**src/rtl/lock_ctrl.sv**
```systemverilog
// Four-digit passcode lock: synchronized pushbuttons, entry/check FSM with
// auto-relock and a timed, blinking alarm after three failed attempts.
module lock_ctrl #(
    parameter logic [15:0] CODE          = 16'h1234,
    parameter int          RELOCK_CYCLES = 50_000_000,
    parameter int          ALARM_CYCLES  = 250_000_000,
    parameter int          BLINK_CYCLES  = 12_500_000
) (
    input  logic        clk,
    input  logic        rst_n,
    input  logic        key_enter_n,
    input  logic        key_lock_n,
    input  logic [3:0]  sw_digit,
    output logic [31:0] trigger
);

    localparam int RW = (RELOCK_CYCLES > 1) ? $clog2(RELOCK_CYCLES) : 1;
    localparam int AW = (ALARM_CYCLES  > 1) ? $clog2(ALARM_CYCLES)  : 1;
    localparam int BW = (BLINK_CYCLES  > 1) ? $clog2(BLINK_CYCLES)  : 1;

    typedef enum logic [1:0] {
        LOCKED   = 2'd0,
        CHECK    = 2'd1,
        UNLOCKED = 2'd2,
        ALARM    = 2'd3
    } state_t;

    state_t          state_r;
    logic [1:0]      enter_sync_r;
    logic [1:0]      lock_sync_r;
    logic            enter_prev_r;
    logic            lock_prev_r;
    logic [1:0]      idx_r;
    logic [1:0]      fail_cnt_r;
    logic [3:0]      digit_r [4];
    logic [RW-1:0]   relock_timer_r;
    logic [AW-1:0]   alarm_timer_r;
    logic [BW-1:0]   blink_timer_r;
    logic            blink_r;
    logic            enter_evt_s;
    logic            lock_evt_s;
    logic            code_ok_s;
    logic [1:0]      fail_next_s;

    assign enter_evt_s = enter_prev_r & ~enter_sync_r[1];
    assign lock_evt_s  = lock_prev_r  & ~lock_sync_r[1];
    assign code_ok_s   = ({digit_r[0], digit_r[1], digit_r[2], digit_r[3]} == CODE);
    assign fail_next_s = fail_cnt_r + 2'd1;

    // Key synchronizers; loading 1 on reset keeps release from looking like a press
    always_ff @(posedge clk) begin
        if (!rst_n) begin
            enter_sync_r <= 2'b11;
            lock_sync_r  <= 2'b11;
            enter_prev_r <= 1'b1;
            lock_prev_r  <= 1'b1;
        end else begin
            enter_sync_r <= {enter_sync_r[0], key_enter_n};
            lock_sync_r  <= {lock_sync_r[0], key_lock_n};
            enter_prev_r <= enter_sync_r[1];
            lock_prev_r  <= lock_sync_r[1];
        end
    end

    // Main lock FSM with its entry slots, fail counter and timers
    always_ff @(posedge clk) begin
        if (!rst_n) begin
            state_r        <= LOCKED;
            idx_r          <= 2'd0;
            fail_cnt_r     <= 2'd0;
            relock_timer_r <= '0;
            alarm_timer_r  <= '0;
            blink_timer_r  <= '0;
            blink_r        <= 1'b0;
            for (int i = 0; i < 4; i++) digit_r[i] <= 4'd0;
        end else begin
            case (state_r)
                LOCKED: begin
                    if (lock_evt_s) begin
                        idx_r <= 2'd0;
                    end else if (enter_evt_s) begin
                        digit_r[idx_r] <= sw_digit;
                        idx_r          <= idx_r + 2'd1;
                        if (idx_r == 2'd3) state_r <= CHECK;
                    end
                end
                CHECK: begin
                    if (code_ok_s) begin
                        state_r        <= UNLOCKED;
                        fail_cnt_r     <= 2'd0;
                        relock_timer_r <= '0;
                    end else begin
                        fail_cnt_r <= fail_next_s;
                        if (fail_next_s == 2'd3) begin
                            state_r       <= ALARM;
                            alarm_timer_r <= '0;
                            blink_timer_r <= '0;
                            blink_r       <= 1'b1;
                        end else begin
                            state_r <= LOCKED;
                        end
                    end
                end
                UNLOCKED: begin
                    if (lock_evt_s || relock_timer_r == RW'(RELOCK_CYCLES - 1)) begin
                        state_r        <= LOCKED;
                        relock_timer_r <= '0;
                    end else begin
                        relock_timer_r <= relock_timer_r + 1'b1;
                    end
                end
                ALARM: begin
                    if (alarm_timer_r == AW'(ALARM_CYCLES - 1)) begin
                        state_r       <= LOCKED;
                        fail_cnt_r    <= 2'd0;
                        idx_r         <= 2'd0;
                        alarm_timer_r <= '0;
                        blink_timer_r <= '0;
                        blink_r       <= 1'b0;
                    end else begin
                        alarm_timer_r <= alarm_timer_r + 1'b1;
                        if (blink_timer_r == BW'(BLINK_CYCLES - 1)) begin
                            blink_timer_r <= '0;
                            blink_r       <= ~blink_r;
                        end else begin
                            blink_timer_r <= blink_timer_r + 1'b1;
                        end
                    end
                end
                default: state_r <= LOCKED;
            endcase
        end
    end

    // Registered status word, one cycle behind the FSM state
    always_ff @(posedge clk) begin
        if (!rst_n) begin
            trigger <= 32'h0;
        end else begin
            trigger <= {26'd0, fail_cnt_r, idx_r,
                        (state_r == UNLOCKED),
                        (state_r == UNLOCKED) | ((state_r == ALARM) & blink_r)};
        end
    end

endmodule

```
**config.mk**
```make
export PLATFORM = sky130hd
export DESIGN_NAME = lock_ctrl
export DESIGN_NICKNAME = d
export VERILOG_FILES = /design/src/rtl/lock_ctrl.sv
export SDC_FILE = /design/constraint.sdc
export NUM_CORES = 1
export LEC_CHECK = 0
export CORE_UTILIZATION = 35
export DETAILED_ROUTE_END_ITERATION = 16
export HOLD_SLACK_MARGIN = 0.12
export SYNTH_ARGS = -nofsm -noshare
export SYNTH_HDL_FRONTEND = slang
export SYNTH_SLANG_ARGS = --single-unit
```
**constraint.sdc**
```tcl
create_clock -name clk -period 4 [get_ports clk]
set_input_delay 0.8 -clock clk [delete_from_list [all_inputs] [get_ports clk]]
set_output_delay 0.8 -clock clk [all_outputs]
set_load 0.02 [all_outputs]
```
==> results of run 1 <==
-- flip-flops by register name, indices dropped and copies added, names as in the netlist --
register	cells
alarm_timer_r	28
blink_r	1
blink_timer_r	24
digit_r	16
enter_prev_r	1
enter_sync_r	2
fail_cnt_r	2
idx_r	2
lock_prev_r	1
lock_sync_r	2
relock_timer_r	26
state_r	2
trigger	6
-- worst paths after layout --
kind | endpoint
hold reg to reg | lock_sync_r[1]
hold / removal | lock_sync_r[1]
setup reg to reg | blink_timer_r[12]
setup / recovery | blink_timer_r[12]
-- layout make-up --
cell class,instances,share of cell area (%)
Tap cell,211,4.161
Sequential cell,113,38.18
Timing Repair Buffer,16,2.406
Clock inverter,14,2.307
Inverter,21,1.242
Multi-Input combinational cell,489,44.94
Clock buffer,18,6.764
-- power breakdown --
| part | total, mW | internal [mW] | switching [mW] | leakage [nW] |
|---|---|---|---|---|
| Clock | 1.47 | 0.961 | 0.505 | 0.282 |
| Sequential | 1.17 | 1.16 | 0.00362 | 0.948 |
| Combinational | 0.0676 | 0.0149 | 0.0527 | 0.994 |
-- per-layer routing --
layer | vias up | global-route usage, % | wire, um | part of all wire, %
li1 | 2288 | - | - | -
met1 | 2175 | 18.74 | 5539 | 47
met2 | 94 | 25.79 | 5642 | 48
met3 | 19 | 3.965 | 470 | 4.0
met4 | 0 | 6.090 | 176 | 1.5
met5 | - | 0 | 0 | 0
-- critical path: stages, from the launching register on --
cell and delay, ns:
dfxtp_1 0.39, ha_1 0.19, nand3_1 0.13, or2_0 0.58
nor4_4 0.48, nor3_1 0.18, o21ai_2 0.73, nor2_1 0.12
-- kinds of logic (layout without fill, tap and decap cells) --
group	Yosys count	count (layout)	synth area share (%)
flops	113	113	43.41
xor+xnor	43	43	6.749
buf+inv	74	69	7.175
other cells	1	26	0.06720
compound gates	87	87	10.38
fa+ha+maj	5	5	1.121
simple gates	328	328	31.10
-- per-stage QoR --
step | hold WS [ns] | std cells | utilization (%) | area (um2) | worst slack (ns)
6_report | 0.4058 | 882 | 41.28 | 6345 | 1.026
5_1_grt | 0.4260 | 882 | 41.28 | 6345 | 0.7369
4_1_cts | 0.4096 | 882 | 41.28 | 6345 | 1.011
3_5_place_dp | 0.3969 | 850 | 37.53 | 5769 | 1.049
3_3_place_gp | 0.3914 | 850 | 37.53 | 5769 | 1.219
2_1_floorplan | 0.3863 | 676 | - | 5674 | 1.879
-- cell usage after synthesis, types with 3 or more instances --
| cell | number |
|---|---|
| a31oi_1 | 17 |
| a211o_1 | 3 |
| or3_1 | 9 |
| inv_1 | 21 |
| a21oi_1 | 23 |
| and2_1 | 16 |
| o21ai_0 | 16 |
| nand2b_1 | 12 |
| nand3_1 | 39 |
| nor2_1 | 67 |
| edfxtp_1 | 16 |
| dfxtp_1 | 97 |
| nor4b_1 | 5 |
| nor2b_1 | 6 |
| o22ai_1 | 3 |
| xor2_1 | 17 |
| nor3_1 | 24 |
| buf_2 | 13 |
| buf_4 | 26 |
| clkbuf_1 | 12 |
| xnor2_1 | 26 |
| a21o_1 | 5 |
| nand2_1 | 63 |
| nand3b_1 | 3 |
| nand4_1 | 20 |
| nor4_1 | 20 |
| and4_1 | 3 |
| and3_1 | 22 |
| ha_1 | 5 |
==> impl_metrics.yaml, run 1 <==
clock_network:
  root_buffer: "clkbuf_16"
  cts.hold.buffers_added: 0
  cts_tree: "done"
  h-tree-depth: 4
  cts_buffer_depth: 2
  cts.sinks: 113
  cts_buffers: 17
  cts-resized-gates: 0
  cts_setup_buffers: 0
  clock_latency_ns: 0.42
  path_clk_slew_ns: 0.05
place:
  io_buffers: 13
  gp_congestion: 0.8033
  post-dp-hpwl_um: 8112
status:
  status: "complete, no violations"
synth:
  synth_top_area_cell: "dfxtp_1"
  avgSynthCellArea_um2: 8.572
  synth_ff_type: "dfxtp_1"
  synth_top_area_share_pct: 34.80
  seq_area_frac_synth_pct: 43.41
  async_reset_ff_share_pct: 0
  synth-seq-cells: 113
  synthTopCellsByArea: "dfxtp_1 35%, edfxtp_1 8.6%, nor2_1 4.5%"
  synth_cells: 651
  synth_cell_types: 62
  netlist_area_um2: 5580
  ys.warnings.count: 0
  synth_edf_count: 16
grt:
  grt_first_pass_wirelength_um: 20120
  antenna_found_initial: 0
  grt_max_degree: 37
  grt_pass1_vias: 4339
  track_usage_pct: 15.38
  grt_overflow: 0
finish:
  register_area_um2: 2422
  antenna_cells: 0
  multiInputGateArea_um2: 2851
  final_common_cell: "dfxtp_1"
  fillers: 1513
  fin_nets: 671
  layout_common_cells: "97 x dfxtp_1, 67 x nor2_1, 63 x nand2_1, 39 x nand3_1"
  final_layout_size_suffix_gt1_share_pct: 6.259
  syn2layout_area_growth_pct: 13.70
critical_path:
  cp.required_ns: 4.26
  cp-start-kind: "register"
  critPathMaxFanout: 22
  cp.arrival_ns: 3.23
  worst-r2r-setup-slack_ns: 1.03
  cp-end-kind: "register"
  worstSetupPathType: "reg2reg"
  r2r_start: "alarm_timer_r[0]"
  cp-startpoint: "alarm_timer_r[0]"
  reg2regPathDepth: 7
drt:
  route.detailed.drc: 0
  wire_per_inst_um: 13.41
  firstDrtPassIters: 5
  ant_nets: 0
  via_count: 4576
  wl_um: 11830
  viasPerCell: 5.188
  drtIter0Drc: 305
flow_run:
  drv_cap: 0
timing:
  slew_headroom_pct: 36.13
  rsz0062_at_grt: "no"
  finalSetupViolations: 0
  setup_tns_ns: 0
  period_share_pct: 74.35
  tightestPinTransition_ns: 0.9581
  skew_ns: 0.007433
  min_period_ns: 2.974
  max_freq_ghz: 0.3362
  hold_violations: 0
  drv_slew: 0
power_and_ir_drop:
  powerDensity_nw_per_um2: 425.5
  power_mw: 2.700
  p_leak_nw: 2.224
  vdd_drop_max_v: 0.0003055
worst_hold_path:
  hold_depth: 1
  hp-class: "reg2reg"
  hp-start: "lock_sync_r[0]"
floorplanning:
  ios: 40
  num_rows: 45
  die_x_um: 128.3
  fp.coreArea_um2: 15370
  start_util_pct: 36.30
  die_h_um: 128.3
  die_area_um2: 16450
(Power assumes the default switching activity.)
==> run 2: changes to the inputs <==
==> constraint.sdc (replaced) <==
create_clock -name clk -period 2.7 [get_ports clk]
set_input_delay 0.54 -clock clk [delete_from_list [all_inputs] [get_ports clk]]
set_output_delay 0.54 -clock clk [all_outputs]
set_load 0.02 [all_outputs]
==> impl_metrics.yaml, run 2 (synthesis gave the netlist of run 1 again) <==
drt:
  firstDrtPassIters: 5
  viasPerCell: 5.153
  ant_nets: 0
  via_count: 4591
  wire_per_inst_um: 13.34
  wl_um: 11890
  drtIter0Drc: 307
  route.detailed.drc: 0
critical_path:
  r2r_start: "relock_timer_r[0]"
  critical_path.top_delay_family: "simple AND/OR/NAND/NOR gates"
  reg2regPathDepth: 7
  cp-end-kind: "register"
  critPathMaxFanout: 15
  r2r-end: "relock_timer_r[15]"
  cp.depth: 7
  cp-start-kind: "register"
  cp-startpoint: "relock_timer_r[0]"
  cp.required_ns: 3.01
  worst-r2r-setup-slack_ns: 0.33
  endpoint: "relock_timer_r[15]"
  max_stage_delay_ns: 0.46
  slowest_stage: "or2_1"
  cp.arrival_ns: 2.68
  worstSetupPathType: "reg2reg"
  timing.critical_path.buf_inv: 0
  worstPathCellList: "ha_1 > nand3_1 > nor3_2 > and4_1 > or2_1 > o21ai_0 > a21o_1"
finish:
  fin_nets: 680
  final_common_cell: "dfxtp_1"
  reg_top3: "alarm_timer_r: 28 flops, relock_timer_r: 26 flops, blink_timer_r: 24 flops"
  layout_common_cells: "97 x dfxtp_1, 67 x nor2_1, 63 x nand2_1, 39 x nand3_1"
  final_layout_size_suffix_gt1_share_pct: 7.353
  utilization_pct: 41.95
  antenna_cells: 0
  largest_reg_flops: 28
  syn2layout_area_growth_pct: 15.54
  top_register: "alarm_timer_r"
floorplanning:
  die_h_um: 128.3
  die_x_um: 128.3
  start_util_pct: 36.30
  ios: 40
  num_rows: 45
  fp.coreArea_um2: 15370
  die_area_um2: 16450
grt:
  grt_first_pass_wirelength_um: 19800
  grt_overflow: 0
  antenna_found_initial: 0
  grt_max_degree: 37
  track_usage_pct: 15.16
  grt_pass1_vias: 4295
timing:
  hold_violations: 0
  rsz0062_at_grt: "no"
  finalSetupViolations: 0
  tightestPinTransition_ns: 0.8212
  setup_ws_ns: 0.3292
  period_share_pct: 87.81
  drv_slew: 0
  slew_headroom_pct: 44.89
  skew_ns: 0.007812
  max_freq_ghz: 0.4218
  setup_tns_ns: 0
  min_period_ns: 2.371
clock_network:
  cts.hold.buffers_added: 0
  cts.sinks: 113
  cts-resized-gates: 0
  root_buffer: "clkbuf_16"
  cts_tree: "done"
  cts_buffer_depth: 2
  clock_latency_ns: 0.42
  cts_setup_buffers: 0
  cts_buffers: 17
  path_clk_slew_ns: 0.05
  h-tree-depth: 4
place:
  gp_congestion: 0.7709
  post-dp-hpwl_um: 8089
  pre_cts_ws_ns: 0.2961
  io_buffers: 13
power_and_ir_drop:
  powerDensity_nw_per_um2: 638.0
  p_leak_nw: 2.287
  vdd_drop_max_v: 0.0004837
  power_mw: 4.113
worst_hold_path:
  hp-class: "reg2reg"
flow_run:
  drv_cap: 0
status:
  status: "complete, no violations"
[run 2: worst reg2reg max path: stages (launching register included)]
cell	delay (ns)
dfxtp_1	0.38
ha_1	0.21
nand3_1	0.18
nor3_2	0.27
and4_1	0.37
or2_1	0.46
o21ai_0	0.19
a21o_1	0.20
[run 2: per-layer routing]
| layer | global-route usage, % | vias to the layer above | share of wire (%) |
|---|---|---|---|
| li1 | - | 2295 | - |
| met1 | 18.78 | 2207 | 48 |
| met2 | 24.64 | 81 | 48 |
| met3 | 5.175 | 8 | 3.8 |
| met4 | 4.775 | 0 | 1.1 |
| met5 | 0 | - | 0 |
[run 2: how the worst min path moves through the flow]
| stage | endpoint | slack, ns | startpoint | cells after the start |
|---|---|---|---|---|
| 6_report | lock_sync_r[1] | 0.42 | lock_sync_r[0] | 1 |
| 4_1_cts | enter_sync_r[1] | 0.42 | enter_sync_r[0] | 1 |
| 3_3_place_gp | enter_sync_r[1] | 0.40 | enter_sync_r[0] | 1 |
| 2_1_floorplan | enter_sync_r[1] | 0.39 | enter_sync_r[0] | 1 |
| 3_5_place_dp | enter_sync_r[1] | 0.41 | enter_sync_r[0] | 1 |
| 5_1_grt | enter_prev_r | 0.44 | enter_sync_r[1] | 1 |
[run 2: area by class of cell]
cell class                      count  area [um2]
Inverter                           21       78.83
Fill cell                        1484        8924
Multi-Input combinational cell    489        2851
Clock inverter                     14       168.9
Clock buffer                       18       429.2
Sequential cell                   113        2422
Tap cell                          211       264.0
Timing Repair Buffer               25       232.7
[run 2: per-stage QoR]
stage	cell area (um2)	cells	hold slack, ns
6_report	6447	891	0.4184
5_1_grt	6447	891	0.4379
4_1_cts	6447	891	0.4220
3_5_place_dp	5849	859	0.4050
3_3_place_gp	5849	859	0.3951
2_1_floorplan	5674	676	0.3863
[run 2: power by group]
group	switching (mW)	internal (mW)	total (mW)	leakage, nW
registers	0.00523	1.72	1.73	0.948
logic	0.0792	0.0257	0.105	1.04
clock network	0.762	1.52	2.28	0.298
total	0.846	3.27	4.11	2.29
